<file path="config.mk">
export PLATFORM = sky130hd
export DESIGN_NAME = cell_counter_chain
export DESIGN_NICKNAME = d
export VERILOG_FILES = /design/src/rtl/cell_counter_pkg.sv /design/src/rtl/cnt4_slice.sv /design/src/rtl/cell_counter_chain.sv
export SDC_FILE = /design/constraint.sdc
export NUM_CORES = 1
export LEC_CHECK = 0
export CORE_AREA = 5 5 42 44
export DETAILED_ROUTE_END_ITERATION = 12
export DIE_AREA = 0 0 47 49
export HOLD_SLACK_MARGIN = 0.08
export PLACE_DENSITY = 0.84
export SYNTH_ARGS = -nofsm -noshare
export SYNTH_HDL_FRONTEND = slang
export SYNTH_SLANG_ARGS = --single-unit
</file>
<file path="constraint.sdc">
create_clock -name clk_24M -period 3.8 [get_ports clk_24M]
set_clock_uncertainty 0.1 [all_clocks]
set_input_delay 0.76 -clock clk_24M [delete_from_list [all_inputs] [get_ports clk_24M]]
set_output_delay 0.76 -clock clk_24M [all_outputs]
set_load 0.005 [all_outputs]
</file>
<file path="src/rtl/cell_counter_pkg.sv">
// Shared constants and nibble helpers for the cascaded counter chain.
// Used by cnt4_slice and cell_counter_chain.
package cell_counter_pkg;

  localparam int              NIBBLE_W    = 4;
  localparam logic [3:0]      NIBBLE_MAX  = 4'hF;
  localparam int              MAX_NIBBLES = 4;

  // A slice passes carry only when every bit is set.
  function automatic logic nibble_full(input logic [NIBBLE_W-1:0] v);
    return (v == NIBBLE_MAX);
  endfunction

  // Increment wraps naturally modulo 16.
  function automatic logic [NIBBLE_W-1:0] nibble_inc(input logic [NIBBLE_W-1:0] v);
    return v + 1'b1;
  endfunction

endpackage

</file>
<file path="src/rtl/cnt4_slice.sv">
// One 4-bit loadable up-counter slice with combinational carry-out.
// Load has priority over count; everything is qualified by ce except reset.
module cnt4_slice
  import cell_counter_pkg::*;
#(
  parameter logic [NIBBLE_W-1:0] RST_VAL = '0
) (
  input  logic                clk_24M,
  input  logic                RES,
  input  logic                ce,
  input  logic                load_n,
  input  logic [NIBBLE_W-1:0] d,
  input  logic                en,
  input  logic                cin,
  output logic [NIBBLE_W-1:0] q,
  output logic                cout
);

  logic [NIBBLE_W-1:0] cnt_p0;
  logic [NIBBLE_W-1:0] cnt_nxt;

  always_comb begin
    cnt_nxt = cnt_p0;
    if (ce) begin
      if (!load_n)
        cnt_nxt = d;
      else if (en && cin)
        cnt_nxt = nibble_inc(cnt_p0);
    end
  end

  // Stage p0: slice register
  always_ff @(posedge clk_24M) begin
    if (RES)
      cnt_p0 <= RST_VAL;
    else
      cnt_p0 <= cnt_nxt;
  end

  assign q    = cnt_p0;
  assign cout = cin & nibble_full(cnt_p0);

endmodule

</file>
<file path="src/rtl/cell_counter_chain.sv">
// Cascaded synchronous up-counter of NIBBLES 4-bit slices, plus reset-release
// flag and carry buffer. Define CARRY_PIPE_EN to register co_buf by one edge.
module cell_counter_chain
  import cell_counter_pkg::*;
#(
  parameter int                     NIBBLES = 2,
  parameter logic [4*NIBBLES-1:0]   RST_VAL = '0
) (
  input  logic                   clk_24M,
  input  logic                   RES,
  input  logic                   ce,
  input  logic                   load_n,
  input  logic [4*NIBBLES-1:0]   d,
  input  logic                   en,
  input  logic                   ci,
  output logic [4*NIBBLES-1:0]   q,
  output logic                   co,
  output logic                   co_buf,
  output logic                   rdy
);

  logic [NIBBLES:0] carry;
  logic             rdy_p0;

  assign carry[0] = ci;

  for (genvar k = 0; k < NIBBLES; k++) begin : g_slice
    cnt4_slice #(
      .RST_VAL (RST_VAL[k*NIBBLE_W +: NIBBLE_W])
    ) u_slice (
      .clk_24M (clk_24M),
      .RES     (RES),
      .ce      (ce),
      .load_n  (load_n),
      .d       (d[k*NIBBLE_W +: NIBBLE_W]),
      .en      (en),
      .cin     (carry[k]),
      .q       (q[k*NIBBLE_W +: NIBBLE_W]),
      .cout    (carry[k+1])
    );
  end

  // Ripple carry out of the top slice already includes ci and all-ones.
  assign co = carry[NIBBLES];

  // Stage p0: reset-release flag, D tied high, deliberately ignores ce
  always_ff @(posedge clk_24M) begin
    if (RES)
      rdy_p0 <= 1'b0;
    else
      rdy_p0 <= 1'b1;
  end

  assign rdy = rdy_p0;

`ifdef CARRY_PIPE_EN
  logic co_buf_p1;

  // Stage p1: carry buffer, free-running regardless of ce
  always_ff @(posedge clk_24M) begin
    if (RES)
      co_buf_p1 <= 1'b0;
    else
      co_buf_p1 <= co;
  end

  assign co_buf = co_buf_p1;
`else
  assign co_buf = co;
`endif

endmodule

</file>
==> out/results.md, run 1 <==
| Quantity | Value | Unit |
|---|---|---|
| Max-slew violations | 0 | - |
| Worst-path clk slew | 0.06 | ns |
| Count of flip-flops with a built-in enable after synthesis | 0 | - |
| Detailed-routing iteration count for the pre-antenna-repair pass | 4 | - |
| Syn. warnings | 0 | - |
| Clock tree from TritonCTS | yes | - |
| Minimum clock period after layout | 2.87 | ns |
| Top-area cell type share of the netlist area | 34.2 | % |
| Unrepaired setup endpoints after global routing | false | - |
| Worst-skew pair later-pin latency | 0.26 | ns |
| Pleak | 0.290 | nW |
| Die Span X | 47 | microns |
| H-tree levels | 1 | - |
| Setup Slack @ Placement | 0.910 | ns |
| Sum Neg Setup Slack | 0 | ns |
| Gr usage total | 13.4 | % |
| Area growth, synth to finish | 50.6 | % |
| Cell accounting for the most synthesized area | sky130_fd_sc_hd__dfxtp_1 | - |
| Setup repair bufs after CTS | 0 | - |
| Filler-free cell count of the finished design | 106 | - |
| Stage delay of the slowest cell on the critical path | 0.52 | ns |
| Share of async-settable or async-resettable flops after synthesis | 0 | % |
| Final Cycle Share | 75.6 | % |
| Clk pwr share | 32.1 | % |
| Number of vias in the routed layout | 570 | - |
| Worst Hold Class | flop to flop | - |
| Simple-gate portion of the synthesized area | 22.3 | % |
| Fraction of layout cells with a size suffix above 1 | 7.78 | % |
| Total wire length | 1390 | microns |
| Most frequent cells after synthesis | 9 x sky130_fd_sc_hd__dfxtp_1, 8 x sky130_fd_sc_hd__nor2_1, 6 x sky130_fd_sc_hd__o21ai_0 | - |
| CP required | 2.94 | ns |
| Number of filler cells placed in the layout | 147 | - |
| Initial core utilization | 37.6 | % |
| Count of cells resized by post-cts repair | 0 | - |
| Net count of the mapped netlist | 81 | - |
| Top-level port count | 25 | - |
| Final core occ | 56.6 | % |
| Endpoint class of the critical path | output port | - |
| Placed Instance Area | 767 | sq um |
| Slew at the pin with the worst max-slew slack | 0.528 | ns |
| Final WS setup | 0.927 | ns |
| Number of placed cells counting well taps | 102 | - |
| Detail Route Antenna Nets | 0 | - |
| Die Area | 2300 | sq um |
| Xor-xnor portion of the synthesized cell area | 1.66 | % |
| Number of clock sinks | 9 | - |
| Critical path's slowest cell | sky130_fd_sc_hd__clkdlybuf4s50_1 | - |
| Cell Rows | 14 | - |
| Power density normalized to cell area | 288 | nW/um^2 |
| Antenna cells | 0 | - |
| Vias in the first global route | 524 | - |
| Post-layout total power | 0.228 | mW |
| Detailed router's first-iteration violation count | 12 | - |
| Avg Synthesized Cell Area | 8.10 | sq um |
| Antenna violations before repair | 0 | - |
| Worst setup SP type | input pin | - |
| Final Hold Violating Endpoints | 0 | - |
| Floorplan Core Area | 1400 | sq um |
| Final nets | 107 | - |
| Mean number of vias per cell | 5.38 | - |
| Relative slew slack | 64.7 | % |
| Pin count of the biggest net entering global routing | 14 | - |
| Share of total power in sequential cells | 46.2 | % |
| Adder-cell share of the synthesized area | 4.75 | % |
| Maximum clock insertion buffer count | 2 | - |
| Critical Path, Cell by Cell | clkdlybuf4s50_1, nand4_1, nor2_1, clkdlybuf4s50_1 | - |
| Post-route cell area | 793 | sq um |
| Avg WL per Cell | 13.1 | microns |
| Max rail drop VDD | 0.193 | mV |
| Internal power of the cells | 0.170 | mW |
| Buffer type at the clock tree root | sky130_fd_sc_hd__clkbuf_4 | - |
| Arr. time, crit path | 2.01 | ns |
| Area of the multi-input gates | 312 | sq um |
| Path type of the worst setup path | input pin to output port | - |
| Compound-Gate Fraction of Synth Area | 24.5 | % |
| Logic pwr share | 21.7 | % |
| Crit Path Max Fanout | 3 | - |
| Length in cells of the worst reg-to-reg path | 5 | - |
| Setup-failing EPs final | 0 | - |
| Status | finished clean | - |
| Most common cell in the synthesized netlist | sky130_fd_sc_hd__dfxtp_1 | - |
| Library cells used by synthesis | 28 | - |
| Dominant combinational cell family by area after synthesis | compound AO/OA/AOI/OAI gates | - |
| Max Clk Rate | 348 | MHz |
| Hold slack | 0.432 | ns |
| HPWL reported at the end of detailed placement | 1070 | microns |
| Vertical extent of the die | 49 | microns |
| Number of design rule violations left after detail routing | 0 | - |
| Switching Fraction | 25.5 | % |
| Remaining global-route overflow | 0 | - |
| Switching Power | 0.0583 | mW |
| Sequential cell area fraction in the yosys report | 34.2 | % |
| Count of hold buffers inserted by post-cts repair | 0 | - |
| Cts bufs inserted | 3 | - |
| Netlist Area Pre-Place | 527 | sq um |
| Most repeated library cell on the critical path | sky130_fd_sc_hd__clkdlybuf4s50_1 | - |
| Wire length of the first global-routing pass | 2260 | microns |
| Top_reg_cell synth | sky130_fd_sc_hd__dfxtp_1 | - |
| Area taken by flip-flops and latches | 180 | sq um |
| Number of storage elements in the synthesis netlist | 9 | - |
| Max-cap viol count | 0 | - |
| Synth top area cells | sky130_fd_sc_hd__dfxtp_1 34%, sky130_fd_sc_hd__o21ai_0 5.7%, sky130_fd_sc_hd__nor2_1 5.7% | - |
| Number of instances in the synthesized netlist | 65 | - |
| Routability congestion estimate | 0.775 | - |
| Count of input and output buffers | 24 | - |
| Share of cell area taken by muxes after synthesis | 5.94 | % |
| WHS Path Cells | 2 | - |
==> path summary, 6_finish.rpt <==
check	start	endpoint	slack [ns]
worst min register to register	g_slice[1].u_slice.q[3]	g_slice[1].u_slice.q[3]	0.43
worst min-delay path	g_slice[1].u_slice.q[3]	g_slice[1].u_slice.q[3]	0.43
worst max register to register	g_slice[0].u_slice.q[0]	g_slice[1].u_slice.q[0]	2.10
worst max-delay path	ci	co	0.93
==> routing by layer <==
metal | wire [microns] | part of all wire, % | global-route usage [%] | vias to the layer above
li1 | - | - | - | 284
met1 | 542 | 39 | 15.7 | 267
met2 | 735 | 53 | 21.3 | 17
met3 | 93 | 6.7 | 3.69 | 2
met4 | 13 | 0.94 | 6.91 | 0
met5 | 0 | 0 | 0 | -
==> area by class of cell <==
class	instances	area share, %
well taps	16	2.52
repair buffers	24	30.3
inverters	4	1.89
flip-flops and latches	9	22.7
multi-input cells	49	39.3
clock buffers	4	3.31
==> layout by cell type (no fill, tap or decap), types with 2 or more instances in the layout <==
cell type,instances
sky130_fd_sc_hd__a211oi_1,3
sky130_fd_sc_hd__ha_1,2
sky130_fd_sc_hd__clkbuf_4,3
sky130_fd_sc_hd__nor2_1,8
sky130_fd_sc_hd__a21oi_1,3
sky130_fd_sc_hd__inv_1,4
sky130_fd_sc_hd__mux2i_1,2
sky130_fd_sc_hd__o211ai_1,2
sky130_fd_sc_hd__dfxtp_1,9
sky130_fd_sc_hd__nand3_1,4
sky130_fd_sc_hd__clkdlybuf4s50_1,24
sky130_fd_sc_hd__nand2_1,4
sky130_fd_sc_hd__o21ai_0,6
==> cells by family (layout without fill, tap and decap cells) <==
kind of cell,after synthesis,after routing
flops,9,9
compound gates,19,19
simple gates,24,24
mux,3,3
xor+xnor,1,1
buf+inv,7,32
fa+ha+maj,2,2
==> power by group through the flow <==
stage               combinational, mW  clock, mW  sequential (mW)
global placement               0.0482          0            0.107
CTS                            0.0501     0.0752            0.106
global route                   0.0542     0.0812            0.106
floorplan                      0.0210          0            0.107
finish                         0.0496     0.0733            0.105
detailed placement             0.0496          0            0.108
==> registers in the layout, indices dropped and copies added (netlist names) <==
register,count
rdy,1
g_slice.u_slice.q,8
==> worst max-delay path: cells and delay by family <==
family        cells  cell delay [ns]
buf+inv           2             1.02
simple gates      2             0.23
No activity file was read; power rests on OpenSTA's default activity.
==> inputs of run 2 (changes only) <==
- CORE_AREA: 5 5 42 44 -> not set
- CORE_MARGIN: not set -> 5
- CORE_UTILIZATION: not set -> 35
- DIE_AREA: 0 0 47 49 -> not set
- PLACE_DENSITY: 0.84 -> 0.79
- clock period: 3.8 -> 2.5 ns (I/O delays scaled with it)
==> run 2 against run 1 <==
Effect of this change:
- final cell count grew 0.94%
- combinational power grew 56%
- critical path depth is the same
- flip-flop and latch count is the same
- clock-buffer cell count is the same
- non-clock buffer count grew 1
- setup slack lost 0.78 ns
- worst hold slack lost 0.0046 ns
- largest power group unchanged
- sequential power grew 52%
- via count shrank 0.53%
==> out/results.md, run 2 (same netlist as run 1, synthesis figures left out) <==
| Quantity | Value | Unit |
|---|---|---|
| Pin count of the biggest net entering global routing | 10 | - |
| Slew at the pin with the worst max-slew slack | 0.370 | ns |
| Top-level port count | 25 | - |
| Pleak | 0.295 | nW |
| Final Hold Violating Endpoints | 0 | - |
| Mean number of vias per cell | 5.30 | - |
| Wire length of the first global-routing pass | 2410 | microns |
| Hold slack | 0.427 | ns |
| Total wire length | 1450 | microns |
| Die Span X | 48.8 | microns |
| Max Clk Rate | 425 | MHz |
| Maximum clock insertion buffer count | 2 | - |
| Floorplan Core Area | 1470 | sq um |
| Final Cycle Share | 94.2 | % |
| Count of hold buffers inserted by post-cts repair | 0 | - |
| Max reg flops | 8 | - |
| Cts bufs inserted | 3 | - |
| Setup repair bufs after CTS | 0 | - |
| Remaining global-route overflow | 0 | - |
| Die Area | 2380 | sq um |
| Fraction of layout cells with a size suffix above 1 | 8.79 | % |
| Cell Rows | 14 | - |
| Number of vias in the routed layout | 567 | - |
| CP required | 1.90 | ns |
| Logic pwr share | 21.7 | % |
| Vertical extent of the die | 48.8 | microns |
| Worst setup SP type | input pin | - |
| Worst-path clk slew | 0.07 | ns |
| Detailed-routing iteration count for the pre-antenna-repair pass | 4 | - |
| Area growth, synth to finish | 52.0 | % |
| Detail Route Antenna Nets | 0 | - |
| Number of design rule violations left after detail routing | 0 | - |
| H-tree levels | 1 | - |
| Routability congestion estimate | 0.792 | - |
| Count of cells resized by post-cts repair | 0 | - |
| Max-cap viol count | 0 | - |
| Detailed router's first-iteration violation count | 5 | - |
| Antenna violations before repair | 0 | - |
| Max rail drop VDD | 0.215 | mV |
| Status | finished clean | - |
| Vias in the first global route | 543 | - |
| Avg WL per Cell | 13.6 | microns |
| Internal power of the cells | 0.260 | mW |
| Final nets | 108 | - |
| Setup-failing EPs final | 0 | - |
| Most frequent cells in the layout | 24 x sky130_fd_sc_hd__clkdlybuf4s50_1, 9 x sky130_fd_sc_hd__dfxtp_1, 8 x sky130_fd_sc_hd__nor2_1, 6 x sky130_fd_sc_hd__o21ai_0 | - |
| Number of clock sinks | 9 | - |
| Clk pwr share | 33.2 | % |
| Buffer type at the clock tree root | sky130_fd_sc_hd__clkbuf_4 | - |
| Max-slew violations | 0 | - |
| HPWL reported at the end of detailed placement | 1130 | microns |
| Clock tree from TritonCTS | yes | - |
| Crit Path Max Fanout | 3 | - |
| Switching Fraction | 26.9 | % |
| Path type of the worst setup path | input pin to output port | - |
| Worst-skew pair later-pin latency | 0.27 | ns |
| Count of input and output buffers | 24 | - |
| Endpoint class of the critical path | output port | - |
| Initial core utilization | 35.8 | % |
| Power density normalized to cell area | 444 | nW/um^2 |
| Worst Hold Class | flop to flop | - |
| Arr. time, crit path | 1.75 | ns |
| Leading cell type in the layout, fill and taps excluded | sky130_fd_sc_hd__clkdlybuf4s50_1 | - |
| Relative slew slack | 75.2 | % |
| Unrepaired setup endpoints after global routing | false | - |
| Switching Power | 0.0956 | mW |
| Gr usage total | 13.2 | % |
| Share of total power in sequential cells | 45.1 | % |
| Minimum clock period after layout | 2.35 | ns |
| Sum Neg Setup Slack | 0 | ns |
| Antenna cells | 0 | - |
## run 2: metrics by stage
step / power (mW) / std cells / worst slack (ns) / area [sq um] / util [%]
final: 0.355 / 107 / 0.146 / 801 / 54.4
after global routing: 0.374 / 107 / 0.0723 / 801 / 54.4
after CTS: 0.359 / 107 / 0.123 / 801 / 54.4
after detailed placement: 0.241 / 103 / 0.123 / 774 / 52.6
after global placement: 0.238 / 103 / 0.169 / 774 / 52.6
after floorplan: 0.195 / 65 / 0.908 / 527 / -
## run 2: worst paths after layout
kind	startpoint	end	slack, ns	depth (start not counted)
max	ci	co_buf	0.15	4
min	g_slice[1].u_slice.q[2]	g_slice[1].u_slice.q[2]	0.43	2
max reg2reg	g_slice[0].u_slice.q[0]	g_slice[1].u_slice.q[0]	0.78	5
min reg2reg	g_slice[1].u_slice.q[2]	g_slice[1].u_slice.q[2]	0.43	2
## run 2: power by group through the flow
stage / clock [mW] / sequential [mW] / combinational [mW]
after CTS: 0.121 / 0.160 / 0.0779
after global placement: 0 / 0.163 / 0.0753
after detailed placement: 0 / 0.164 / 0.0769
after global routing: 0.128 / 0.162 / 0.0848
after floorplan: 0 / 0.163 / 0.0320
final: 0.118 / 0.160 / 0.0772
## run 2: cell type report
cell class / count / area [sq um]
flip-flops and latches: 9 / 180
clock buffers: 4 / 26.3
well taps: 16 / 20.0
multi-input cells: 49 / 312
fillers: 155 / 671
inverters: 4 / 15.0
repair buffers: 25 / 248
## run 2: worst max-delay path: stages
cell and delay [ns]:
sky130_fd_sc_hd__clkdlybuf4s50_1 0.49, sky130_fd_sc_hd__nand4_1 0.10, sky130_fd_sc_hd__nor2_1 0.14, sky130_fd_sc_hd__clkdlybuf4s50_1 0.53
## run 2: layer usage
metal  vias to the layer above  part of all wire, %  GRT usage (%)
met2                        20                   45           18.7
met5                         -                    0              0
met1                       253                   44           15.8
li1                        288                    -              -
met3                         6                  7.8           4.59
met4                         0                  3.3           10.8
